File: src/rtl/tic_tac_toe_match_ctrl.sv
// tic_tac_toe_match_ctrl
// Match sequencer placed in front of the tic_tac_toe board datapath.
// It forwards only the active player's buttons to the board and enforces a
// per-move tick budget; running out of ticks forfeits the game. It scores
// each finished game, holds the result for a while, then restarts the board
// until one player has WINS_TO_MATCH game wins.
//
// Ports:
//   Clk          system clock, rising edge
//   reset_n      asynchronous active-low reset
//   start        begins a match from IDLE or MATCH_DONE
//   tick_in      one-cycle timebase pulse used for the move timeout
//   p1_btn       player 1 buttons {L,R,U,D,C}
//   p2_btn       player 2 buttons {L,R,U,D,C}
//   moved        board PlayerMoved pulse
//   p1_won       board P1Won
//   p2_won       board P2Won
//   board_full   all nine cells occupied
//   btn_out      buttons forwarded to the board (registered)
//   restart      one-cycle board restart pulse
//   turn         0 = player 1 to move, 1 = player 2
//   time_left    ticks remaining for the current move
//   p1_score     games won by player 1 this match
//   p2_score     games won by player 2 this match
//   draws        drawn games this match
//   match_over   high while the match is finished
//   match_winner 01 = player 1, 10 = player 2, 00 = none
//   state        current FSM state (debug)
module tic_tac_toe_match_ctrl #(
    parameter int TIMEOUT_TICKS = 10,
    parameter int HOLD_CYCLES   = 50000000,
    parameter int WINS_TO_MATCH = 3
) (
    input  logic       Clk,
    input  logic       reset_n,
    input  logic       start,
    input  logic       tick_in,
    input  logic [4:0] p1_btn,
    input  logic [4:0] p2_btn,
    input  logic       moved,
    input  logic       p1_won,
    input  logic       p2_won,
    input  logic       board_full,
    output logic [4:0] btn_out,
    output logic       restart,
    output logic       turn,
    output logic [7:0] time_left,
    output logic [3:0] p1_score,
    output logic [3:0] p2_score,
    output logic [3:0] draws,
    output logic       match_over,
    output logic [1:0] match_winner,
    output logic [2:0] state
);

    typedef enum logic [2:0] {
        ST_IDLE       = 3'd0,
        ST_RESTART    = 3'd1,
        ST_WAIT_MOVE  = 3'd2,
        ST_SETTLE     = 3'd3,
        ST_RESULT     = 3'd4,
        ST_MATCH_DONE = 3'd5
    } state_t;

    localparam int              HOLD_W     = (HOLD_CYCLES > 1) ? $clog2(HOLD_CYCLES) : 1;
    localparam logic [HOLD_W-1:0] HOLD_LAST  = HOLD_W'(HOLD_CYCLES - 1);
    localparam logic [7:0]      TIME_RELOAD = 8'(TIMEOUT_TICKS);
    localparam logic [3:0]      WINS        = 4'(WINS_TO_MATCH);

    // Counters stick at 15 so a long match never wraps back to zero.
    function automatic logic [3:0] sat_inc(input logic [3:0] v);
        return (v == 4'd15) ? v : v + 4'd1;
    endfunction

    state_t            state_r, state_s;
    logic [4:0]        btn_out_r, btn_out_s;
    logic              restart_r, restart_s;
    logic              turn_r, turn_s;
    logic [7:0]        time_left_r, time_left_s;
    logic [3:0]        p1_score_r, p1_score_s;
    logic [3:0]        p2_score_r, p2_score_s;
    logic [3:0]        draws_r, draws_s;
    logic              match_over_r, match_over_s;
    logic [1:0]        match_winner_r, match_winner_s;
    logic [HOLD_W-1:0] hold_cnt_r, hold_cnt_s;

    // Next-state and next-output logic for the match sequencer.
    always_comb begin
        state_s        = state_r;
        btn_out_s      = 5'd0;
        restart_s      = 1'b0;
        turn_s         = turn_r;
        time_left_s    = time_left_r;
        p1_score_s     = p1_score_r;
        p2_score_s     = p2_score_r;
        draws_s        = draws_r;
        match_over_s   = match_over_r;
        match_winner_s = match_winner_r;
        hold_cnt_s     = {HOLD_W{1'b0}};

        case (state_r)
            ST_IDLE: begin
                if (start) begin
                    p1_score_s     = 4'd0;
                    p2_score_s     = 4'd0;
                    draws_s        = 4'd0;
                    match_winner_s = 2'b00;
                    restart_s      = 1'b1;
                    turn_s         = 1'b0;
                    time_left_s    = TIME_RELOAD;
                    state_s        = ST_RESTART;
                end else begin
                    state_s = ST_IDLE;
                end
            end

            ST_RESTART: begin
                state_s = ST_WAIT_MOVE;
            end

            ST_WAIT_MOVE: begin
                if (tick_in) begin
                    time_left_s = time_left_r - 8'd1;
                end else begin
                    time_left_s = time_left_r;
                end
                // A move landing on the final tick beats the forfeit.
                if (moved) begin
                    state_s = ST_SETTLE;
                end else if (tick_in && (time_left_r <= 8'd1)) begin
                    time_left_s = 8'd0;
                    if (turn_r) begin
                        p1_score_s = sat_inc(p1_score_r);
                    end else begin
                        p2_score_s = sat_inc(p2_score_r);
                    end
                    state_s = ST_RESULT;
                end else begin
                    btn_out_s = turn_r ? p2_btn : p1_btn;
                end
            end

            ST_SETTLE: begin
                if (p1_won) begin
                    p1_score_s = sat_inc(p1_score_r);
                    state_s    = ST_RESULT;
                end else if (p2_won) begin
                    p2_score_s = sat_inc(p2_score_r);
                    state_s    = ST_RESULT;
                end else if (board_full) begin
                    draws_s = sat_inc(draws_r);
                    state_s = ST_RESULT;
                end else begin
                    turn_s      = ~turn_r;
                    time_left_s = TIME_RELOAD;
                    state_s     = ST_WAIT_MOVE;
                end
            end

            ST_RESULT: begin
                if (hold_cnt_r == HOLD_LAST) begin
                    if (p1_score_r == WINS) begin
                        match_winner_s = 2'b01;
                        match_over_s   = 1'b1;
                        state_s        = ST_MATCH_DONE;
                    end else if (p2_score_r == WINS) begin
                        match_winner_s = 2'b10;
                        match_over_s   = 1'b1;
                        state_s        = ST_MATCH_DONE;
                    end else begin
                        restart_s   = 1'b1;
                        turn_s      = 1'b0;
                        time_left_s = TIME_RELOAD;
                        state_s     = ST_RESTART;
                    end
                end else begin
                    hold_cnt_s = hold_cnt_r + HOLD_W'(1);
                end
            end

            ST_MATCH_DONE: begin
                if (start) begin
                    p1_score_s     = 4'd0;
                    p2_score_s     = 4'd0;
                    draws_s        = 4'd0;
                    match_winner_s = 2'b00;
                    match_over_s   = 1'b0;
                    restart_s      = 1'b1;
                    turn_s         = 1'b0;
                    time_left_s    = TIME_RELOAD;
                    state_s        = ST_RESTART;
                end else begin
                    state_s = ST_MATCH_DONE;
                end
            end

            default: begin
                state_s = ST_IDLE;
            end
        endcase
    end

    // State and output registers; reset abandons any game in progress.
    always_ff @(posedge Clk or negedge reset_n) begin
        if (!reset_n) begin
            state_r        <= ST_IDLE;
            btn_out_r      <= 5'd0;
            restart_r      <= 1'b0;
            turn_r         <= 1'b0;
            time_left_r    <= TIME_RELOAD;
            p1_score_r     <= 4'd0;
            p2_score_r     <= 4'd0;
            draws_r        <= 4'd0;
            match_over_r   <= 1'b0;
            match_winner_r <= 2'b00;
            hold_cnt_r     <= {HOLD_W{1'b0}};
        end else begin
            state_r        <= state_s;
            btn_out_r      <= btn_out_s;
            restart_r      <= restart_s;
            turn_r         <= turn_s;
            time_left_r    <= time_left_s;
            p1_score_r     <= p1_score_s;
            p2_score_r     <= p2_score_s;
            draws_r        <= draws_s;
            match_over_r   <= match_over_s;
            match_winner_r <= match_winner_s;
            hold_cnt_r     <= hold_cnt_s;
        end
    end

    assign btn_out      = btn_out_r;
    assign restart      = restart_r;
    assign turn         = turn_r;
    assign time_left    = time_left_r;
    assign p1_score     = p1_score_r;
    assign p2_score     = p2_score_r;
    assign draws        = draws_r;
    assign match_over   = match_over_r;
    assign match_winner = match_winner_r;
    assign state        = state_r;

endmodule
File: config.mk
export PLATFORM = sky130hd
export DESIGN_NAME = tic_tac_toe_match_ctrl
export DESIGN_NICKNAME = d
export VERILOG_FILES = /design/src/rtl/tic_tac_toe_match_ctrl.sv
export SDC_FILE = /design/constraint.sdc
export NUM_CORES = 1
export LEC_CHECK = 0
export ABC_AREA = 1
export BUFFER_PORTS_ARGS = -buffer_cell sky130_fd_sc_hd__buf_2
export CAP_MARGIN = 20
export CORE_UTILIZATION = 62
export CTS_BUF_LIST = sky130_fd_sc_hd__clkbuf_16
export DETAILED_ROUTE_END_ITERATION = 8
export MAX_ROUTING_LAYER = met4
export PLACE_DENSITY = 0.95
export SLEW_MARGIN = 20
export SYNTH_ARGS = -nofsm -noshare
export SYNTH_HDL_FRONTEND = slang
export SYNTH_SLANG_ARGS = --single-unit
File: constraint.sdc
create_clock -name Clk -period 4.5 [get_ports Clk]
set_input_delay 0.225 -clock Clk [delete_from_list [all_inputs] [get_ports Clk]]
set_output_delay 0.225 -clock Clk [all_outputs]
set_load 0.05 [all_outputs]
# == Yosys cells after proc, flatten, opt, wreduce, memory -nomap -nowiden ==
# Index checks and enable logic that the tools add are counted.
# word_totals
latchBits,0
reg_bits,59
romBits,0
word_cells,133
ram_bits,0
n_memories,0
out_inout_bits,33
# op_classes
mux,69
n_reduce_logical,17
multipliers,0
n_addsub,5
n_shift,0
n_eq_ne,29
n_div,0
n_bitwise,1
order_cmp,1
# op_table
cell,n
2-to-1 mux 8 bit,10
2-to-1 mux 4 bit,16
2-to-1 mux 26 bit,2
case mux 8 bit (4 select lines),1
"inequality test 2 bit, second input constant",15
2-to-1 mux 3 bit,9
"adder 26 x 1 -> 26 bit, second input constant",1
"== test 26 bit, second input constant",1
case mux 4 bit (3 select lines),2
2-to-1 mux 5 bit,4
case mux 3 bit (6 select lines),1
AND reduction 8 bit,2
2-to-1 mux 1 bit,15
"adder 4 x 1 -> 4 bit, second input constant",3
"== test 4 bit, second input constant",3
AND reduction 6 bit,2
"== test 4 x 2 -> 1 bit, second input constant",2
"<= comparator 8 x 1 -> 1 bit, second input constant",1
2-to-1 mux 2 bit,4
case mux 4 bit (2 select lines),1
AND reduction 4 bit,2
"subtractor 8 x 1 -> 8 bit, second input constant",1
AND reduction 7 bit,1
"== test 3 x 2 -> 1 bit, second input constant",2
other kinds (15),21

# == Logic depth before layout (Yosys ltp) ==
# Gate-level depths: netlist of the first run.
# depth
word_depth,6
mapped_depth,11

# == Worst setup path after synthesis of the first run ==
# Ideal clock, no wire load.
# synth_timing
kind,reg2reg
startpoint,register state_r[2] (netlist: state[2])
endpoint,register p2_score_r[2] (netlist: p2_score[2])
path_slack_ns,2.728
required_time_ns,4.380
t_arrival_ns,1.652
setup_time_ns,0.120
stages_incl_launch_ff,10
synth_period_minus_slack_ns,1.772
cell_sequence,dfrtp_1 -> inv_2 -> nand2_1 -> nor2_2 -> nand2_1 -> o21ai_1 -> a21oi_2 -> nand2_2 -> nand2_1 -> nand2_1
# synth_via
elab_chain_cells,4
# synth_rtl
item,line,text
from (decl),75,"state_t state_r, state_s;"
from (signal assigned),218,state_r <= state_s;
== test 3 bit / zero test 3 bit (equally long branches),101,case (state_r)
OR reduction 2 bit (no line),--,
inequality test 2 x 1 -> 1 bit (no line) / nonzero test 3 bit (equally long branches),--,
AND reduction 7 bit (no line),--,
to (signal assigned),224,p2_score_r <= p2_score_s;
to (decl),81,"logic [3:0] p2_score_r, p2_score_s;"
# Parallel ways exist; a longest one is shown, timed or not.
# A chain may end at the register's enable or synchronous reset.

# == Final worst setup path of the first run ==
# layout_timing
startpoint,register hold_cnt_r[0]
endpoint,register time_left_r[7] (netlist: time_left[7])
# layout_via
elab_chain_cells,3
# layout_rtl
item,line,text
from (decl),85,"logic [HOLD_W-1:0] hold_cnt_r, hold_cnt_s;"
from (signal assigned),216,hold_cnt_r <= {HOLD_W{1'b0}};
from (signal assigned),228,hold_cnt_r <= hold_cnt_s;
== test 26 bit,161,if (hold_cnt_r == HOLD_LAST) begin
inequality test 2 bit (no line),--,
AND reduction 8 bit (no line),--,
to (signal assigned),222,time_left_r <= time_left_s;
to (decl),79,"logic [7:0] time_left_r, time_left_s;"
# Every way passes these cells.

==> flow_metrics.env, run 1 <==
export IMPL_status="finished clean"
export IMPL_r2r_slack_ns=2.61
export IMPL_nNetsFinal=580
export IMPL_final_layout_size_suffix_gt1_frac=0.1996
export IMPL_hpwlAfterDp_mm=6.410
export IMPL_die_h_um=78.82
export IMPL_clock_power_share=0.216
export IMPL_yosysSeqAreaShare=0.4042
export IMPL_synth_area_leader_cell="dfrtp_1"
export IMPL_yosysWarnings=0
export IMPL_grt_pass1_wl_mm=15.49
export IMPL_slew_viol_final=0
export IMPL_postPlaceCellArea_um2=3979
export IMPL_power_density_nw_per_um2=656.0
export IMPL_cts_root_buf="clkbuf_16"
export IMPL_ir_drop_mv=0.5798
export IMPL_cts_buffer_depth=2
export IMPL_multi_input_area_um2=1969
export IMPL_drc=0
export IMPL_cts_repair_resized=0
export IMPL_post_cts_buffers=0
export IMPL_syn_nets=522
export IMPL_pre_cts_ws_ns=2.641
export IMPL_syn_avg_cell_area_um2=7.346
export IMPL_start_util=0.6524
export IMPL_setup_violations=0
export IMPL_finalSetupTns_ns=0
export IMPL_power_frac_seq=0.278
export IMPL_worst_slack_ns=2.606
export IMPL_worstMarginPinSlew_ns=0.7227
export IMPL_crit_start="hold_cnt_r[0]$_DFF_PN0_"
export IMPL_fin_crit_sh=0.4210
export IMPL_register_area_um2=1479
export IMPL_drt_total_wl_mm=9.248
export IMPL_clock_fmax_mhz=527.9
export IMPL_reg2reg_from="hold_cnt_r[0]$_DFF_PN0_"
export IMPL_drt_pre_antenna_iters=5
export IMPL_clkSinkCount=59
export IMPL_synthCells=498
export IMPL_finClkSkew_ns=0.006119
export IMPL_endpoint="time_left[7]$_DFFE_PN0P_"
export IMPL_switching_share=0.5022
export IMPL_grt_usage=0.3305
export IMPL_fin_cells=633
export IMPL_routabilityCongestion=0.9294
export IMPL_dr_first_iter_drc_count=382
export IMPL_postCtsHoldBufs=0
export IMPL_netSwitchingPower_w=0.001397
export IMPL_clk_pin_slew_ns=0.06
export IMPL_path_class="reg -> reg"
export IMPL_num_io_pins=51
export IMPL_p_leak_nw=2.039
export IMPL_hold_class="in -> async"
export IMPL_synth_edf_count=0
export IMPL_synth_top_area_share=0.3899
export IMPL_grt_pass1_vias=3524
export IMPL_cp_max_fo=19
export IMPL_synth_area_leaders="dfrtp_1 (39%), nand2_1 (14%), nor2_1 (8.0%)"
export IMPL_via_count=3602
export IMPL_p_comb_frac=0.506
export IMPL_place_inst=617
export IMPL_dieArea_um2=6212
export IMPL_overflow=0
export IMPL_critPathRequiredTime_ns=4.72
export IMPL_syn_area_um2=3659
export IMPL_ys_types=42
export IMPL_insertion_delay_ns=0.33
export IMPL_cap_violations=0
export IMPL_regToRegEndpoint="time_left[7]$_DFFE_PN0P_"
export IMPL_worst_setup_path_end_kind="flop"
export IMPL_nFillCells=411
export IMPL_antenna_found_initial=0
export IMPL_routed_via_density=5.690
export IMPL_syn_to_final_growth_pct=15.90
export IMPL_rsz0062_at_grt="no"
export IMPL_io_buffers=50
export IMPL_maxSlewHeadroom=0.5182
export IMPL_hold_viol_final=0
export IMPL_die_w_um=78.82
export IMPL_p_int_w=0.001385
export IMPL_cts_max_level=3
export IMPL_fin_area_um2=4240
export IMPL_ys_ff_latch=59
export IMPL_grt_max_degree=60
export IMPL_reg2regPathDepth=10
export IMPL_detail_route_antenna_nets=0
export IMPL_cts_tree="yes"
export IMPL_fin_crit_ns=1.894
export IMPL_post_drt_wl_per_cell_um=14.61
export IMPL_async_flop_share=1.000
export IMPL_crit_arrival_ns=2.11
export IMPL_total_power_w=0.002782
export IMPL_row_count=27
export IMPL_synth_ff_type="dfrtp_1"
export IMPL_cts_buffers=9
export IMPL_start_kind="flop"
export IMPL_n_antenna_cell=0
export IMPL_core_um2=5608
-- metrics by stage --
stage | utilization | hold WS [ns]
after global routing | 0.7561 | 0.1364
after floorplan | - | -0.07059
after CTS | 0.7561 | 0.07522
after global placement | 0.7095 | 0.4131
after detailed placement | 0.7095 | 0.4143
final | 0.7561 | 0.04163
-- state kept, by name, indices dropped and copies added, names as in the netlist --
| name | cells |
|---|---|
| hold_cnt_r | 26 |
| restart | 1 |
| draws | 4 |
| match_over | 1 |
| time_left | 8 |
| turn | 1 |
| match_winner | 2 |
| p2_score | 4 |
| state | 3 |
| p1_score | 4 |
| btn_out | 5 |
-- worst min-delay path by stage --
stage,from,endpoint,slack [ns],cells past startpoint
after floorplan,reset_n,btn_out[0]$_DFF_PN0_,-0.07,0
after global placement,reset_n,hold_cnt_r[18]$_DFF_PN0_,0.41,2
after detailed placement,reset_n,hold_cnt_r[10]$_DFF_PN0_,0.41,2
after CTS,reset_n,hold_cnt_r[14]$_DFF_PN0_,0.08,2
after global routing,reset_n,hold_cnt_r[2]$_DFF_PN0_,0.14,2
final,reset_n,draws[2]$_DFFE_PN0P_,0.04,2
-- worst max-delay path, stage by stage (launching register included) --
cell,delay (ns)
dfrtp_1,0.38
ha_1,0.29
nand2_2,0.11
nor2_4,0.15
nand3_2,0.08
nor2_2,0.14
nand2_2,0.15
nand2_8,0.17
nand3_4,0.14
nand2_1,0.11
nand2_1,0.06
-- power groups by stage --
stage | Combinational, W | Sequential [W] | Clock (W)
2_1_floorplan | 0.000767 | 0.00109 | 0
3_3_place_gp | 0.00133 | 0.000768 | 0
3_5_place_dp | 0.00137 | 0.000774 | 0
4_1_cts | 0.00140 | 0.000769 | 0.000604
5_1_grt | 0.00152 | 0.000791 | 0.000627
6_report | 0.00141 | 0.000774 | 0.000602
-- kinds of logic (layout without fill, tap and decap cells) --
group / count (synthesis) / after routing / synth area share
AND/OR/NAND/NOR: 332 / 332 / 0.4248
buffers and inverters: 52 / 115 / 0.05745
AO/OA/AOI/OAI: 37 / 37 / 0.06430
XOR/XNOR: 12 / 12 / 0.02873
flip-flops: 59 / 59 / 0.4042
adder cells (fa/ha/maj): 6 / 6 / 0.02052
-- area by class of cell --
class | instances | share of cell area
clock buffers | 9 | 0.05311
clock inverters | 7 | 0.008557
inverters | 48 | 0.04308
multi-input cells | 387 | 0.4644
flip-flops and latches | 59 | 0.3488
well taps | 72 | 0.02125
repair buffers | 51 | 0.06078
-- synth_stat cells, types with 3 or more instances --
library cell	number
nand2_1	138
nor2_1	78
dfrtp_1	57
nand3_1	44
inv_1	42
nor3_1	22
a21oi_1	16
nand2_2	9
nor2_2	9
xor2_1	9
o21ai_0	8
nand4_1	7
ha_1	6
inv_2	5
nor2_4	4
a21oi_2	3
nand3_2	3
nor3b_1	3
o21ai_1	3
or2_2	3
xnor2_1	3
-- layer usage --
metal  GRT usage  vias up  wire, um
li1            -     1727         -
met1      0.3734     1648      3607
met2      0.5487      185      4652
met3     0.07356       42       630
met4      0.1764        0       357
met5           -        -         0
-- layout by cell type (no fill, tap or decap), types with 9 or more instances in the layout --
cell type    n
nor2_1      78
nand3_1     44
dfrtp_1     57
inv_1       43
nor2_2       9
nand2_2      9
clkbuf_16    9
nor3_1      22
a21oi_1     16
buf_2       50
nand2_1    138
xor2_1       9
Power figures use the tool's default switching activity.
==> inputs of run 2 (changes only) <==
--- a/config.mk
+++ b/config.mk
@@ -8,11 +8,11 @@
 export ABC_AREA = 1
 export BUFFER_PORTS_ARGS = -buffer_cell sky130_fd_sc_hd__buf_2
 export CAP_MARGIN = 20
-export CORE_UTILIZATION = 62
+export CORE_UTILIZATION = 52
 export CTS_BUF_LIST = sky130_fd_sc_hd__clkbuf_16
 export DETAILED_ROUTE_END_ITERATION = 8
 export MAX_ROUTING_LAYER = met4
-export PLACE_DENSITY = 0.95
+export PLACE_DENSITY = 0.86
 export SLEW_MARGIN = 20
 export SYNTH_ARGS = -nofsm -noshare
 export SYNTH_HDL_FRONTEND = slang
==> constraint.sdc (replaced) <==
create_clock -name Clk -period 1.71 [get_ports Clk]
set_input_delay 0.0855 -clock Clk [delete_from_list [all_inputs] [get_ports Clk]]
set_output_delay 0.0855 -clock Clk [all_outputs]
set_load 0.05 [all_outputs]
==> run 2 against run 1 <==
Effect of this change: combinational power rose to 3.2 times the previous value; worst setup slack got worse by 2.6 ns; cell area grew 13%; register-to-register slack got worse by 2.6 ns; final cell count grew 10%; global-route usage fell by 4.1 points; sequential cell count stayed put; non-clock buffer count up 38; largest cell class unchanged; the run now ends with setup timing left; highest routed layer unchanged.
==> flow_metrics.env, run 2 (synthesized netlist as in run 1, its figures left out) <==
export IMPL_status="finished, violations left"
export IMPL_violations="setup timing"
export IMPL_rsz0062_at_grt="yes"
export IMPL_grt_pass1_vias=3590
export IMPL_core_um2=6794
export IMPL_cts_buffer_depth=2
export IMPL_grt_usage=0.2899
export IMPL_hold_class="in -> reg"
export IMPL_via_count=3836
export IMPL_worstMarginPinSlew_ns=0.3529
export IMPL_fin_area_um2=4772
export IMPL_start_util=0.5385
export IMPL_antenna_found_initial=0
export IMPL_layout_commonest_cell="nand2_1"
export IMPL_num_io_pins=51
export IMPL_crit_chain="inv_2 > nand2_2 > nor2_4 > buf_4 > a21oi_1 > nand2_1 > nor2_4 > nand2_2 > nand2_1 > nand2_1"
export IMPL_final_cell_mix="nand2_1 (135), nor2_1 (75), dfrtp_1 (52)"
export IMPL_cts_max_level=3
export IMPL_syn_to_final_growth_pct=30.44
export IMPL_slew_viol_final=0
export IMPL_cts_root_buf="clkbuf_16"
export IMPL_insertion_delay_ns=0.33
export IMPL_max_flop_register="hold_cnt_r"
export IMPL_dieArea_um2=7375
export IMPL_crit_buf_inv=2
export IMPL_drc=0
export IMPL_n_antenna_cell=0
export IMPL_drt_pre_antenna_iters=4
export IMPL_cpLargestDelayFamily="simple AND/OR/NAND/NOR gates"
export IMPL_finClkSkew_ns=0.009164
export IMPL_nFillCells=483
export IMPL_slowest_delay_ns=0.47
export IMPL_cap_violations=0
export IMPL_cts_tree="yes"
export IMPL_die_h_um=85.88
export IMPL_worst_setup_path_end_kind="flop"
export IMPL_start_kind="flop"
export IMPL_hold_ws_ns=0.01513
export IMPL_postPlaceCellArea_um2=4139
export IMPL_grt_max_degree=60
export IMPL_dr_first_iter_drc_count=353
export IMPL_register_area_um2=1485
export IMPL_crit_arrival_ns=1.93
export IMPL_fin_crit_sh=1.001
export IMPL_io_buffers=50
export IMPL_drt_total_wl_mm=10.59
export IMPL_nNetsFinal=619
export IMPL_finalSetupTns_ns=-0.002411
export IMPL_detail_route_antenna_nets=0
export IMPL_worst_slack_ns=-0.002090
export IMPL_p_leak_nw=2.269
export IMPL_cts_buffers=9
export IMPL_path_class="reg -> reg"
export IMPL_critPathRequiredTime_ns=1.93
export IMPL_clock_fmax_mhz=584.1
export IMPL_clk_pin_slew_ns=0.05
export IMPL_crit_top_cell="nand2_1"
export IMPL_routed_via_density=5.511
export IMPL_largest_register_ffs=26
export IMPL_overflow=0
export IMPL_place_inst=656
export IMPL_row_count=30
export IMPL_post_drt_wl_per_cell_um=15.22
export IMPL_power_density_nw_per_um2=1741
export IMPL_fin_crit_ns=1.712
export IMPL_ir_drop_mv=1.311
export IMPL_multi_input_area_um2=2100
export IMPL_cp_max_fo=5
export IMPL_setup_violations=2
export IMPL_fin_cells=696
export IMPL_die_w_um=85.88
export IMPL_maxSlewHeadroom=0.7629
export IMPL_routabilityCongestion=0.9368
export IMPL_final_layout_size_suffix_gt1_frac=0.2783
export IMPL_hold_viol_final=0
export IMPL_slowest_stage="dfrtp_2"
export IMPL_hpwlAfterDp_mm=6.600
export IMPL_grt_pass1_wl_mm=16.18
export IMPL_clkSinkCount=59
[run 2: cell count changes in the layout (fill, tap and decap cells not counted), sizes merged]
cell,before,now
buf,51,82
bufinv,0,1
clkinv,4,3
dlygate4sd3,0,7
nand2,151,152
[run 2: cell type report]
| cell class | instances | share of cell area |
|---|---|---|
| clock buffers | 9 | 0.04719 |
| clock inverters | 7 | 0.01285 |
| repair buffers | 89 | 0.1253 |
| inverters | 48 | 0.03828 |
| multi-input cells | 388 | 0.4400 |
| flip-flops and latches | 59 | 0.3112 |
| well taps | 96 | 0.02517 |
[run 2: per-layer routing]
| metal | global-route usage | vias up | part of all wire |
|---|---|---|---|
| li1 | - | 1807 | - |
| met1 | 0.3510 | 1799 | 0.41 |
| met2 | 0.4632 | 180 | 0.50 |
| met3 | 0.07411 | 50 | 0.057 |
| met4 | 0.1167 | 0 | 0.042 |
| met5 | - | - | 0 |
[run 2: metrics by stage]
| stage | power (W) | worst slack [ns] | util |
|---|---|---|---|
| 6_report | 0.008308 | -0.002090 | 0.7024 |
| 5_1_grt | 0.008722 | -0.09590 | 0.7024 |
| 4_1_cts | 0.007628 | -0.01337 | 0.6665 |
| 3_5_place_dp | 0.005795 | 0.02076 | 0.6092 |
| 3_3_place_gp | 0.005650 | 0.07513 | 0.6092 |
| 2_1_floorplan | 0.004883 | 0.0004512 | - |
[run 2: what timing repair did]
item / 4_1_cts / 5_1_grt
buffers inserted: 3 / 13
setup endpoints to repair: 8 / 42
hold endpoints to repair: 61 / 0
hold buffers: 7 / 0
gates cloned: 0 / 1
pin swaps: 2 / 14
resized for setup: 2 / 26
[run 2: power breakdown]
part           switching [W]  leakage, nW  total [W]  internal [W]
logic                0.00308         1.34    0.00452       0.00145
clock network       0.000655        0.138    0.00176       0.00111
registers           0.000316        0.791    0.00202       0.00171
total                0.00405         2.27    0.00831       0.00426
[run 2: path summary, 6_finish.rpt]
check / slack, ns / depth (start not counted) / end / from
max in group asynchronous: 1.11 / 3 / time_left[1]$_DFFE_PN1P_ / reset_n
max reg2reg: -0.002 / 10 / p2_score[0]$_DFFE_PN0P_ / state[2]$_DFFE_PN0P_
min in group asynchronous: 0.29 / 3 / hold_cnt_r[2]$_DFF_PN0_ / reset_n
min reg2reg: 0.49 / 2 / match_winner[0]$_DFFE_PN0P_ / match_winner[0]$_DFFE_PN0P_
max: -0.002 / 10 / p2_score[0]$_DFFE_PN0P_ / state[2]$_DFFE_PN0P_
min: 0.02 / 3 / btn_out[0]$_DFF_PN0_ / p1_btn[0]
[run 2: worst min-delay path, cell delays in order]
cell and delay (ns):
buf_2 0.09, nand2_1 0.06, a21oi_1 0.06
==> inputs of run 3 (changes only) <==
--- a/config.mk
+++ b/config.mk
@@ -12,7 +12,7 @@
 export CTS_BUF_LIST = sky130_fd_sc_hd__clkbuf_16
 export DETAILED_ROUTE_END_ITERATION = 8
 export MAX_ROUTING_LAYER = met4
-export PLACE_DENSITY = 0.86
+export PLACE_DENSITY = 0.76
 export SLEW_MARGIN = 20
 export SYNTH_ARGS = -nofsm -noshare
 export SYNTH_HDL_FRONTEND = slang
==> run 3 against run 2 <==
Effect of this change: the run still ends with setup timing left; clock skew barely moved; utilization fell by 0.29 points; non-clock buffer count rose by 3.
==> flow_metrics.env, run 3 (synthesized netlist as in run 1, its figures left out) <==
export IMPL_die_h_um=85.88
export IMPL_cap_violations=0
export IMPL_slowest_delay_ns=0.39
export IMPL_crit_chain="ha_2 > nand2_2 > nor2_4 > nand3_2 > nor2_4 > nand2_4 > nand2_8 > buf_8 > buf_6 > nor3_1"
export IMPL_power_density_nw_per_um2=1654
export IMPL_p_comb_frac=0.546
export IMPL_final_cell_mix="nand2_1 (132), nor2_1 (76), dfrtp_1 (52)"
export IMPL_cts_max_level=3
export IMPL_crit_top_cell="nor2_4"
export IMPL_drc=0
export IMPL_place_inst=656
export IMPL_worst_slack_ns=-0.001916
export IMPL_cts_buffer_depth=2
export IMPL_power_frac_seq=0.256
export IMPL_routed_via_density=5.201
export IMPL_r2r_slack_ns=-0.002
export IMPL_insertion_delay_ns=0.33
export IMPL_netSwitchingPower_w=0.003804
export IMPL_path_class="reg -> reg"
export IMPL_syn_to_final_growth_pct=29.89
export IMPL_finalCoreUtilization=0.6994
export IMPL_worst_setup_path_end_kind="flop"
export IMPL_overflow=0
export IMPL_worstMarginPinSlew_ns=0.4445
export IMPL_violations="setup timing"
export IMPL_switching_share=0.4838
export IMPL_detail_route_antenna_nets=0
export IMPL_grt_max_degree=39
export IMPL_largest_register_ffs=26
export IMPL_cts_buffers=9
export IMPL_drt_total_wl_mm=9.339
export IMPL_pre_cts_ws_ns=0.008658
export IMPL_grt_pass1_vias=3358
export IMPL_row_count=30
export IMPL_slew_viol_final=0
export IMPL_start_kind="flop"
export IMPL_critPathRequiredTime_ns=1.93
export IMPL_p_leak_nw=2.275
export IMPL_maxSlewHeadroom=0.7037
export IMPL_core_um2=6794
export IMPL_routabilityCongestion=0.9508
export IMPL_final_layout_size_suffix_gt1_frac=0.2741
export IMPL_fin_crit_ns=1.712
export IMPL_dr_first_iter_drc_count=181
export IMPL_status="finished, violations left"
export IMPL_num_io_pins=51
export IMPL_post_drt_wl_per_cell_um=13.38
export IMPL_grt_pass1_wl_mm=15.01
export IMPL_antenna_found_initial=0
export IMPL_finClkSkew_ns=0.009037
export IMPL_nNetsFinal=621
export IMPL_clock_fmax_mhz=584.1
export IMPL_clkSinkCount=59
export IMPL_slowest_stage="dfrtp_1"
export IMPL_hold_viol_final=0
export IMPL_setup_violations=1
export IMPL_clock_power_share=0.198
export IMPL_fin_crit_sh=1.001
export IMPL_cts_root_buf="clkbuf_16"
export IMPL_io_buffers=50
export IMPL_start_util=0.5385
export IMPL_cts_tree="yes"
export IMPL_crit_arrival_ns=1.93
export IMPL_layout_commonest_cell="nand2_1"
export IMPL_hpwlAfterDp_mm=6.325
export IMPL_grt_usage=0.2695
export IMPL_die_w_um=85.88
export IMPL_n_antenna_cell=0
export IMPL_nFillCells=521
export IMPL_rsz0062_at_grt="yes"
export IMPL_drt_pre_antenna_iters=5
export IMPL_dieArea_um2=7375
export IMPL_fin_cells=698
export IMPL_max_flop_register="hold_cnt_r"
export IMPL_p_int_w=0.004058
export IMPL_clk_pin_slew_ns=0.05
export IMPL_ir_drop_mv=1.081
export IMPL_hold_class="in -> reg"
export IMPL_via_count=3630
export IMPL_cp_max_fo=8
## run 3: cell count changes in the layout (fill, tap and decap cells not counted), sizes merged
cell         previous run  this run
bufinv                  1         0
nand2                 152       151
clkinv                  3         5
clkinvlp                2         0
inv                    49        50
dlygate4sd3             7        10
## run 3: worst max-delay path: cells and delay by family, from the launching register on
kind | cells | cell delay, ns
fa+ha+maj | 1 | 0.21
simple gates | 7 | 0.75
flops | 1 | 0.39
buf+inv | 2 | 0.24
## run 3: worst paths after layout
| path | start | to | cells after the start |
|---|---|---|---|
| setup / recovery | hold_cnt_r[0]$_DFF_PN0_ | hold_cnt_r[14]$_DFF_PN0_ | 10 |
| hold / removal | p1_btn[0] | btn_out[0]$_DFF_PN0_ | 3 |
| setup reg to reg | hold_cnt_r[0]$_DFF_PN0_ | hold_cnt_r[14]$_DFF_PN0_ | 10 |
| hold reg to reg | match_winner[1]$_DFFE_PN0P_ | match_winner[1]$_DFFE_PN0P_ | 2 |
| max in group asynchronous | reset_n | p2_score[3]$_DFFE_PN0P_ | 4 |
| min in group asynchronous | reset_n | hold_cnt_r[4]$_DFF_PN0_ | 2 |
## run 3: power by group through the flow
| stage | combinational [W] | sequential, W | clock [W] |
|---|---|---|---|
| floorplan | 0.00202 | 0.00286 | 0 |
| global placement | 0.00372 | 0.00201 | 0 |
| detailed placement | 0.00379 | 0.00201 | 0 |
| CTS | 0.00382 | 0.00200 | 0.00157 |
| global route | 0.00466 | 0.00205 | 0.00163 |
| finish | 0.00429 | 0.00201 | 0.00156 |
## run 3: metal layers
metal / vias up / part of all wire / track usage
met5: - / 0 / -
met4: 0 / 0.015 / 0.08485
met3: 19 / 0.053 / 0.07218
met2: 98 / 0.50 / 0.4372
met1: 1707 / 0.43 / 0.3282
li1: 1806 / - / -
## run 3: stage by stage
step / total power, W / instance area (um^2) / TNS [ns] / hold WS, ns
after floorplan: 0.004883 / 3664 / 0 / -0.2101
after global placement: 0.005722 / 4139 / 0 / 0.04651
after detailed placement: 0.005796 / 4139 / 0 / 0.05687
after CTS: 0.007387 / 4497 / -0.005821 / 0.009271
after global routing: 0.008337 / 4752 / -1.752 / 0.02188
final: 0.007862 / 4752 / -0.001916 / 0.02987
## run 3: layout make-up
cell class | instances | area (um^2) | share of cell area
multi-input combinational | 387 | 2085 | 0.4387
sequential | 59 | 1485 | 0.3125
timing repair buffer | 92 | 626.9 | 0.1319
clock buffer | 9 | 225.2 | 0.04739
inverter | 48 | 182.7 | 0.03844
tap | 96 | 120.1 | 0.02528
clock inverter | 7 | 27.53 | 0.005793
## run 3: repair_timing
item,4_1_cts,5_1_grt
pin swaps,1,20
endpoints found under the hold margin,22,0
cloned,0,0
setup endpoints to repair,4,44
buffers inserted,0,16
resized for setup,1,31
hold buffers,10,0
